--- src/rtl/hw_imp_pkg.sv ---
// hw_imp_pkg: shared state encoding and slave register map for the hw_imp host.
// Latency: n/a (types and constants only).
// Backpressure: n/a.
package hw_imp_pkg;

    typedef enum logic [1:0] {
        ST_IDLE  = 2'd0,
        ST_WRITE = 2'd1,
        ST_POLL  = 2'd2,
        ST_READ  = 2'd3
    } state_t;

    localparam logic ADDR_STATUS     = 1'b0;
    localparam logic ADDR_DATA       = 1'b1;
    localparam int   STATUS_DONE_BIT = 0;

endpackage

--- src/rtl/hw_imp_host_fifo.sv ---
// hw_imp_host_fifo: synchronous word buffer with flush, head exposed combinationally.
// Latency: a pushed word is visible at head the cycle after the push.
// Backpressure: caller must not push when full nor pop when empty; flush empties in one cycle.
module hw_imp_host_fifo #(
    parameter int DATA_W = 32,
    parameter int DEPTH  = 16,
    localparam int PTR_W = $clog2(DEPTH),
    localparam int CNT_W = PTR_W + 1
) (
    input  logic              clk,
    input  logic              reset_n,
    input  logic              flush,
    input  logic              push,
    input  logic [DATA_W-1:0] push_data,
    input  logic              pop,
    output logic              full,
    output logic              empty,
    output logic [CNT_W-1:0]  count,
    output logic [DATA_W-1:0] head
);

    logic [DATA_W-1:0] mem [DEPTH];
    logic [CNT_W-1:0]  wr_ptr;
    logic [CNT_W-1:0]  rd_ptr;

    // Pointers carry one extra wrap bit so full and empty are distinguishable.
    assign count = wr_ptr - rd_ptr;
    assign empty = (wr_ptr == rd_ptr);
    assign full  = (count == CNT_W'(DEPTH));
    assign head  = mem[rd_ptr[PTR_W-1:0]];

    // Storage array needs no reset; only the pointers define validity.
    always_ff @(posedge clk) begin
        if (push) begin
            mem[wr_ptr[PTR_W-1:0]] <= push_data;
        end
    end

    // Pointer update; flush discards everything in a single cycle.
    always_ff @(posedge clk or negedge reset_n) begin
        if (!reset_n) begin
            wr_ptr <= '0;
            rd_ptr <= '0;
        end else if (flush) begin
            wr_ptr <= '0;
            rd_ptr <= '0;
        end else begin
            if (push) wr_ptr <= wr_ptr + CNT_W'(1);
            if (pop)  rd_ptr <= rd_ptr + CNT_W'(1);
        end
    end

endmodule

--- src/rtl/hw_imp_host.sv ---
// hw_imp_host: Avalon-MM initiator; writes buffered words to hw_imp, polls done, reads result.
// Latency: first strobe 1 cycle after start; zero-wait slave, N words, done set -> result_valid at start+N+3.
// Backpressure: in_ready low when full or busy; avm_waitrequest holds address/data/strobe stable.
// Optional build macro HW_IMP_HOST_TIMEOUT_EN: per-phase cycle budget, abort with error pulse.
module hw_imp_host #(
    parameter int   DATA_W         = 32,
    parameter int   FIFO_DEPTH     = 16,
    parameter logic ADDR_STATUS    = hw_imp_pkg::ADDR_STATUS,
    parameter logic ADDR_DATA      = hw_imp_pkg::ADDR_DATA,
    parameter int   TIMEOUT_CYCLES = 1024
) (
    input  logic              clk,
    input  logic              reset_n,
    input  logic              in_valid,
    input  logic [DATA_W-1:0] in_data,
    output logic              in_ready,
    input  logic              start,
    output logic              busy,
    output logic [DATA_W-1:0] result,
    output logic              result_valid,
    output logic              error,
    output logic              avm_address,
    output logic              avm_write,
    output logic [DATA_W-1:0] avm_writedata,
    output logic              avm_read,
    input  logic [DATA_W-1:0] avm_readdata,
    input  logic              avm_waitrequest
);
    import hw_imp_pkg::*;

    localparam int CNT_W = $clog2(FIFO_DEPTH) + 1;

    if (FIFO_DEPTH < 2 || (FIFO_DEPTH & (FIFO_DEPTH - 1)) != 0 || TIMEOUT_CYCLES < 1) begin : g_bad_params
        $error("hw_imp_host: FIFO_DEPTH must be a power of 2 >= 2 and TIMEOUT_CYCLES >= 1");
    end

    state_t            state;
    logic              run;
    logic              poll_gap;
    logic              push;
    logic              pop;
    logic              flush;
    logic              fifo_full;
    logic              fifo_empty;
    logic [CNT_W-1:0]  fifo_count;
    logic [DATA_W-1:0] fifo_head;
    logic              wr_done;
    logic              rd_done;
    logic              tmo_expire;

    // run keeps in_ready low while reset is asserted and rises on the first cycle after release.
    assign in_ready      = run && !fifo_full && (state == ST_IDLE);
    assign push          = in_valid && in_ready;
    assign wr_done       = avm_write && !avm_waitrequest;
    assign rd_done       = avm_read && !avm_waitrequest;
    assign pop           = (state == ST_WRITE) && wr_done;
    assign flush         = tmo_expire;
    assign busy          = (state != ST_IDLE);
    // Head only changes on a completed write, so data is stable across waitrequest.
    assign avm_writedata = avm_write ? fifo_head : '0;

    hw_imp_host_fifo #(
        .DATA_W (DATA_W),
        .DEPTH  (FIFO_DEPTH)
    ) u_fifo (
        .clk       (clk),
        .reset_n   (reset_n),
        .flush     (flush),
        .push      (push),
        .push_data (in_data),
        .pop       (pop),
        .full      (fifo_full),
        .empty     (fifo_empty),
        .count     (fifo_count),
        .head      (fifo_head)
    );

`ifdef HW_IMP_HOST_TIMEOUT_EN
    localparam int TMO_W = $clog2(TIMEOUT_CYCLES + 1);
    localparam logic [TMO_W-1:0] TMO_LOAD = TMO_W'(TIMEOUT_CYCLES - 1);

    logic [TMO_W-1:0] tmo_cnt;
    logic             error_q;

    // A completion on the last budget cycle still counts; only a stalled or idle-gap cycle expires.
    assign tmo_expire = busy && (tmo_cnt == '0) && !wr_done && !rd_done;
    assign error      = error_q;

    // Budget reloads in IDLE and on every completion, which covers every phase entry.
    always_ff @(posedge clk or negedge reset_n) begin
        if (!reset_n) begin
            tmo_cnt <= TMO_LOAD;
            error_q <= 1'b0;
        end else begin
            error_q <= tmo_expire;
            if (!busy || wr_done || rd_done || tmo_expire) begin
                tmo_cnt <= TMO_LOAD;
            end else begin
                tmo_cnt <= tmo_cnt - TMO_W'(1);
            end
        end
    end
`else
    assign tmo_expire = 1'b0;
    assign error      = 1'b0;
`endif

    // Transaction sequencer: strobes and address are registered alongside the state.
    always_ff @(posedge clk or negedge reset_n) begin
        if (!reset_n) begin
            state        <= ST_IDLE;
            run          <= 1'b0;
            poll_gap     <= 1'b0;
            avm_address  <= 1'b0;
            avm_write    <= 1'b0;
            avm_read     <= 1'b0;
            result       <= '0;
            result_valid <= 1'b0;
        end else begin
            run          <= 1'b1;
            result_valid <= 1'b0;
            if (tmo_expire) begin
                state     <= ST_IDLE;
                poll_gap  <= 1'b0;
                avm_write <= 1'b0;
                avm_read  <= 1'b0;
            end else begin
                case (state)
                    ST_IDLE: begin
                        // A word pushed in the start cycle is already at head next cycle.
                        if (start) begin
                            if (!fifo_empty || push) begin
                                state       <= ST_WRITE;
                                avm_write   <= 1'b1;
                                avm_address <= ADDR_DATA;
                            end else begin
                                state       <= ST_POLL;
                                avm_read    <= 1'b1;
                                avm_address <= ADDR_STATUS;
                            end
                        end
                    end
                    ST_WRITE: begin
                        if (wr_done && fifo_count == CNT_W'(1)) begin
                            state       <= ST_POLL;
                            avm_write   <= 1'b0;
                            avm_read    <= 1'b1;
                            avm_address <= ADDR_STATUS;
                        end
                    end
                    ST_POLL: begin
                        if (poll_gap) begin
                            poll_gap <= 1'b0;
                            avm_read <= 1'b1;
                        end else if (rd_done) begin
                            if (avm_readdata[STATUS_DONE_BIT]) begin
                                state       <= ST_READ;
                                avm_address <= ADDR_DATA;
                            end else begin
                                avm_read <= 1'b0;
                                poll_gap <= 1'b1;
                            end
                        end
                    end
                    ST_READ: begin
                        if (rd_done) begin
                            result       <= avm_readdata;
                            result_valid <= 1'b1;
                            avm_read     <= 1'b0;
                            state        <= ST_IDLE;
                        end
                    end
                    default: begin
                        state     <= ST_IDLE;
                        avm_write <= 1'b0;
                        avm_read  <= 1'b0;
                    end
                endcase
            end
        end
    end

endmodule

--- config.mk ---
export PLATFORM = sky130hd
export DESIGN_NAME = hw_imp_host
export DESIGN_NICKNAME = d
export VERILOG_FILES = /design/src/rtl/hw_imp_pkg.sv /design/src/rtl/hw_imp_host_fifo.sv /design/src/rtl/hw_imp_host.sv
export SDC_FILE = /design/constraint.sdc
export NUM_CORES = 1
export LEC_CHECK = 0
export CAP_MARGIN = 20
export CORE_MARGIN = 2
export CORE_UTILIZATION = 55
export DETAILED_ROUTE_END_ITERATION = 7
export DONT_BUFFER_PORTS = 1
export GPL_TIMING_DRIVEN = 0
export PLACE_DENSITY = 0.7
export SLEW_MARGIN = 20
export SYNTH_ARGS = -nofsm -noshare
export SYNTH_HDL_FRONTEND = slang
export SYNTH_SLANG_ARGS = --single-unit
--- constraint.sdc ---
create_clock -name clk -period 9.2 [get_ports clk]
set_input_delay 0 -clock clk [delete_from_list [all_inputs] [get_ports clk]]
set_output_delay 0 -clock clk [all_outputs]
set_load 0.005 [all_outputs]
==> reports/qor.yml, run 1 <==
global_route:
  antenna_found_initial: 2
  grt_use_total: 0.241
  grt_overflow: 0
  grt_pass1_wl_um: 72000
  grt_max_degree: 51
  grt_pass1_vias: 11200
clock_network:
  clkLatencyLatePin_ns: 0.60
  cts_buffers: 55
  clk_pin_slew_ns: 0.06
  cts_tree: "built"
  cts_setup_buffers: 0
  numClockSinks: 562
  postCtsHoldBufs: 75
  clock_path_buffers: 3
  cts.root.buffer_cell: "clkbuf_16"
  cts_resized: 0
  h-tree-depth: 2
timing:
  layout_setup_ws_ns: 3.95
  setup_viol: 0
  fin_skew_ns: 0.0180
  finalHoldViolCount: 0
  finalSetupTns_ns: 0
  slew_violations: 0
  rsz0062_at_grt: "false"
  worst_pin_slew_ns: 0.929
  post-route-period-util: 0.570
  period_minus_slack_ns: 5.25
  slew_headroom: 0.380
  fmaxAchievable_ghz: 0.191
final_layout:
  final_cell_mix: "edfxtp_1, mux4_2, nand2_1"
  nNetsFinal: 1299
  mostFrequentLayoutCell: "edfxtp_1"
  stdcell_count: 1785
  drive_above_1_share: 0.270
  areaGrowthSynthToFinish_pct: 17.6
die:
  initial_core_util: 0.554
  core-area_um2: 39500
  dieArea_um2: 41400
  chipWidth_um: 204
  rows: 73
  ios: 140
  die_h_um: 204
routing:
  num_vias: 10700
  antenna_left: 0
  route.detailed.drc: 0
  wirelength_um: 48000
  drtIter0Drc: 1189
  drt-pass1-iter-count: 5
  wl_per_cell_um: 26.9
  vias_per_cell: 6.01
synth:
  ys_seq_elements: 562
  synth_ff_type: "edfxtp_1"
  synthesis.nets: 1108
  postSynthCellCount: 1025
  async_flop_share: 0.0890
  synth_edf_count: 512
  synthTopCellsByArea: "edfxtp_1, mux4_2, dfrtp_1"
  avgSynthCellArea_um2: 21.4
  yosysSeqAreaShare: 0.759
  synth_top_area_frac: 0.702
  syn-cell-area_um2: 21900
  yosys_warnings: 0
  yosys.area.top_type: "edfxtp_1"
  ys_types: 41
pwr:
  pwr-share-seq: 0.410
  vdd_drop_max_uv: 182
  p_total_mw: 7.42
  comb_power_share: 0.291
  intPower_mw: 5.28
  p_sw_frac: 0.289
  p_leak_nw: 8.64
  power_density_nw_per_um2: 288
  clockPowerShare: 0.300
  switchingPower_mw: 2.14
status:
  status: "finished clean"
setup_path:
  crit_chain: "clkbuf_1 -> clkbuf_1 -> inv_1 -> fa_1 -> a21o_1 -> a21oi_2 -> xor2_2 -> a31o_1 -> buf_4 -> nor4_2 -> buf_2 -> buf_2 -> buf_2 -> buf_4"
  cp-end-kind: "flop"
  arrival_ns: 5.56
  cp_slowest_cell: "clkbuf_1"
  critPathLaunchType: "flop"
  r2r_start: "u_fifo.rd_ptr[1]"
  crit_type: "reg2reg"
  crit_fanout: 10
  critical_path.max_stage_delay_ns: 0.71
  critPathRequiredTime_ns: 9.51
  cpMostUsedCell: "buf_2"
  startpoint: "u_fifo.rd_ptr[1]"
place:
  post-place-ws_ns: 3.99
  io_buffers: 0
  place_congestion: 0.764
  dp.final_hpwl_um: 30600
  dp_cells: 1608
worst_hold_path:
  hp-start: "avm_readdata[7]"
  hold_class: "in2reg"
flow_run:
  cap_viol_max_count: 0
## metrics by stage
step / hold slack, ns / utilization / instance area, um^2
finish: 0.0576 / 0.651 / 25800
global route: 0.0520 / 0.651 / 25800
CTS: 0.0248 / 0.651 / 25800
detailed placement: -0.295 / 0.586 / 23200
global placement: -0.295 / 0.570 / 22600
floorplan: -0.296 / - / 21900
## cell usage after synthesis, drive strengths merged, types with 3 or more instances
master / n
a21oi: 6
a31oi: 4
and2: 37
buf: 30
clkbuf: 19
dfrtp: 50
edfxtp: 512
ha: 13
inv: 17
mux2: 4
mux2i: 3
mux4: 160
nand2: 104
nand2b: 4
nand3: 3
nand4: 5
nor2: 10
nor3: 6
nor4: 4
o21ai: 4
xnor2: 9
xor2: 3
## metal layers
metal,wire length (um),track usage
met5,13,0
met4,1050,0.0730
met3,3090,0.0497
met2,23700,0.391
met1,20100,0.335
## registers in the layout, indices dropped and copies added (netlist names)
name,flops
result,32
run,1
avm_address,1
u_fifo.rd_ptr,5
poll_gap,1
avm_read,1
state,2
u_fifo.wr_ptr,5
u_fifo.mem,512
result_valid,1
avm_write,1
## power by group through the flow
stage | registers (mW) | logic [mW] | clock network [mW]
3_3_place_gp | 3.09 | 2.04 | 0
4_1_cts | 3.04 | 2.19 | 2.25
2_1_floorplan | 3.06 | 1.56 | 0
5_1_grt | 3.05 | 2.34 | 2.36
3_5_place_dp | 3.09 | 2.11 | 0
6_report | 3.04 | 2.16 | 2.22
## layout make-up
type | instances | area [um^2]
flip-flops and latches | 562 | 16600
fillers | 2556 | 13800
multi-input cells | 397 | 5050
clock buffers | 71 | 1520
repair buffers | 134 | 1350
well taps | 525 | 657
clock inverters | 29 | 263
plain buffers | 49 | 241
inverters | 17 | 63.8
diodes | 1 | 2.50
## worst paths after layout
check	to	slack, ns	cells past startpoint
max	u_fifo.mem[0][14]	3.95	14
min	result[7]	0.06	3
max reg2reg	u_fifo.mem[0][14]	3.95	14
min reg2reg	poll_gap	0.50	1
max in group asynchronous	result[30]	8.42	4
min in group asynchronous	run	0.56	4
## critical path, delay by kind of cell (launching register included)
family / cells / cell delay, ns
AND/OR/NAND/NOR: 1 / 0.62
adder cells (fa/ha/maj): 1 / 0.52
flip-flops: 1 / 0.47
AO/OA/AOI/OAI: 3 / 0.63
XOR/XNOR: 1 / 0.14
buffers and inverters: 8 / 2.57
## logic make-up (layout without fill, tap and decap cells)
kind of cell / Yosys count / in the layout / synth area share
flops: 562 / 562 / 0.759
other cells: 2 / 3 / 0.000343
fa+ha+maj: 14 / 14 / 0.00834
buf+inv: 66 / 300 / 0.0139
simple gates: 181 / 181 / 0.0384
mux: 167 / 167 / 0.168
compound gates: 21 / 21 / 0.00697
xor+xnor: 12 / 12 / 0.00514
(Power assumes the default switching activity.)
==> inputs of run 2 (changes only) <==
clock period = 5 ns   (was 9.2 ns; I/O delays follow)
==> run 2 against run 1 <==
Compared with the run above:
- clock skew grew 0.0052 ns
- wire length grew 0.37%
- critical path depth shrank 1
- non-clock buffer count shrank 6
==> reports/qor.yml, run 2 (same netlist as run 1, synthesis figures left out) <==
status:
  status: "finished clean"
clock_network:
  h-tree-depth: 2  # unchanged
  clk_pin_slew_ns: 0.06  # about the same
  clkLatencyLatePin_ns: 0.61  # about the same
  cts_tree: "built"
  cts_setup_buffers: 0  # unchanged
  cts.root.buffer_cell: "clkbuf_16"
  clock_path_buffers: 3  # unchanged
  numClockSinks: 562  # unchanged
  cts_buffers: 55  # unchanged
routing:
  drt-pass1-iter-count: 5  # unchanged
  num_vias: 10800  # +0.27%
  vias_per_cell: 6.03  # +0.38%
  wl_per_cell_um: 27.0  # +0.49%
  route.detailed.drc: 0  # unchanged
  antenna_left: 0  # unchanged
  wirelength_um: 48200  # +0.37%
  drtIter0Drc: 1095  # -7.9%
setup_path:
  crit_type: "reg2reg"
  cp-end-kind: "flop"
  crit_fanout: 10  # unchanged
  critPathRequiredTime_ns: 5.31  # -4.20 ns
  r2r_start: "u_fifo.rd_ptr[1]"
  critPathLaunchType: "flop"
  arrival_ns: 5.13  # -0.43 ns
  startpoint: "u_fifo.rd_ptr[1]"
global_route:
  grt_pass1_wl_um: 71600  # -0.52%
  grt_use_total: 0.241  # about the same
  antenna_found_initial: 2  # unchanged
  grt_pass1_vias: 11100  # -1.1%
  grt_max_degree: 51  # unchanged
  grt_overflow: 0  # unchanged
die:
  ios: 140  # unchanged
  rows: 73  # unchanged
  die_h_um: 204  # unchanged
  core-area_um2: 39500  # unchanged
  chipWidth_um: 204  # unchanged
  dieArea_um2: 41400  # unchanged
  initial_core_util: 0.554  # unchanged
pwr:
  p_sw_frac: 0.295  # +0.00681
  comb_power_share: 0.295  # +0.004
  power_density_nw_per_um2: 527  # +83%
  pwr-share-seq: 0.413  # +0.003
  p_leak_nw: 8.61  # -0.37%
  intPower_mw: 9.55  # +81%
  vdd_drop_max_uv: 315  # +73%
  clockPowerShare: 0.292  # -0.008
  switchingPower_mw: 4.00  # +87%
place:
  dpl-instance-area_um2: 23200  # about the same
  dp.final_hpwl_um: 30300  # -1.2%
  io_buffers: 0  # unchanged
  post-place-ws_ns: -0.187  # -4.18 ns
  place_congestion: 0.770  # +0.76%
final_layout:
  areaGrowthSynthToFinish_pct: 17.4
  nNetsFinal: 1293  # -0.46%
  drive_above_1_share: 0.268  # -0.00254
  final_cell_mix: "edfxtp_1, mux4_2, nand2_1"
  final_area_um2: 25700  # -0.21%
  mostFrequentLayoutCell: "edfxtp_1"
  largest_reg_flops: 512  # unchanged
timing:
  worst_pin_slew_ns: 0.908  # -0.0216 ns
  fmaxAchievable_ghz: 0.207  # +8.8%
  finalHoldViolCount: 0  # unchanged
  rsz0062_at_grt: "true"
  period_minus_slack_ns: 4.82  # -0.423 ns
  post-route-period-util: 0.965  # +0.394
  slew_headroom: 0.395  # +0.0144
  setup_viol: 0  # unchanged
  slew_violations: 0  # unchanged
  layout_setup_ws_ns: 0.177  # -3.78 ns
  fin_skew_ns: 0.0232  # +0.00518 ns
worst_hold_path:
  hold_class: "in2reg"
  hp-start: "avm_readdata[28]"
flow_run:
  cap_viol_max_count: 0  # unchanged
==> run 2: changes by cell type in the layout (fill, tap and decap cells not counted), sizes merged <==
| cell | previous run | this run |
|---|---|---|
| clkinvlp | 3 | 0 |
| buf | 90 | 83 |
| diode | 1 | 2 |
| inv | 17 | 20 |
| clkinv | 21 | 27 |
| bufinv | 5 | 3 |
==> run 2: per-layer routing <==
metal / wire length [um] / vias to the layer above / share of wire / GRT usage
met5: 0 / - / 0 / 0
met4: 896 / 0 / 0.019 / 0.0594
met3: 3210 / 66 / 0.067 / 0.0484
met2: 24600 / 449 / 0.51 / 0.404
met1: 19500 / 5710 / 0.40 / 0.329
li1: - / 4528 / - / -
==> run 2: repair_timing <==
| action | 4_1_cts | 5_1_grt |
|---|---|---|
| endpoints found under the hold margin | 610 | 0 |
| hold buffers | 75 | 0 |
| resized for setup | 1 | 1 |
| cloned | 0 | 0 |
| endpoints found under the setup margin | 66 | 15 |
==> run 2: metrics by stage <==
step           cells  setup TNS [ns]  power [mW]  hold WS (ns)   util
3_5_place_dp    1602           -3.25        9.57        -0.295  0.586
6_report        1783               0        13.5        0.0624  0.650
2_1_floorplan   1025         -147.41        8.50        -0.296      -
4_1_cts         1780               0        13.6        0.0286  0.649
3_3_place_gp    1550        -1408.79        9.46        -0.295  0.571
5_1_grt         1783          -0.280        14.1        0.0598  0.650
==> run 2: path summary, 6_finish.rpt <==
kind	endpoint	slack, ns	cells past startpoint
hold / removal	result[28]	0.06	3
hold reg to reg	u_fifo.rd_ptr[4]	0.50	1
setup reg to reg	u_fifo.mem[6][21]	0.18	13
setup / recovery	u_fifo.mem[6][21]	0.18	13
max in group asynchronous	u_fifo.rd_ptr[2]	4.19	4
min in group asynchronous	result[25]	0.60	4
==> run 2: layout make-up <==
type	count	area (um^2)
flip-flops and latches	562	16600
inverters	17	63.8
fillers	2526	13800
repair buffers	128	1330
clock inverters	33	254
diodes	2	5.00
clock buffers	70	1460
plain buffers	49	244
multi-input cells	397	5070
well taps	525	657
==> run 2: worst max-delay path, stage by stage (launching register included) <==
cell      delay [ns]
dfrtp_1         0.48
clkbuf_1        0.54
clkbuf_2        0.45
inv_1           0.18
fa_1            0.49
a21o_1          0.19
a21oi_2         0.18
xor2_2          0.14
a31oi_2         0.48
nand2_1         0.34
nor3_2          0.43
buf_4           0.26
buf_4           0.17
buf_4           0.20
==> run 2: power groups by stage <==
stage               clock network, mW  logic, mW  registers [mW]
CTS                              4.01       4.03            5.59
global route                     4.20       4.32            5.62
global placement                    0       3.77            5.69
detailed placement                  0       3.89            5.69
floorplan                           0       2.87            5.63
finish                           3.96       3.99            5.60
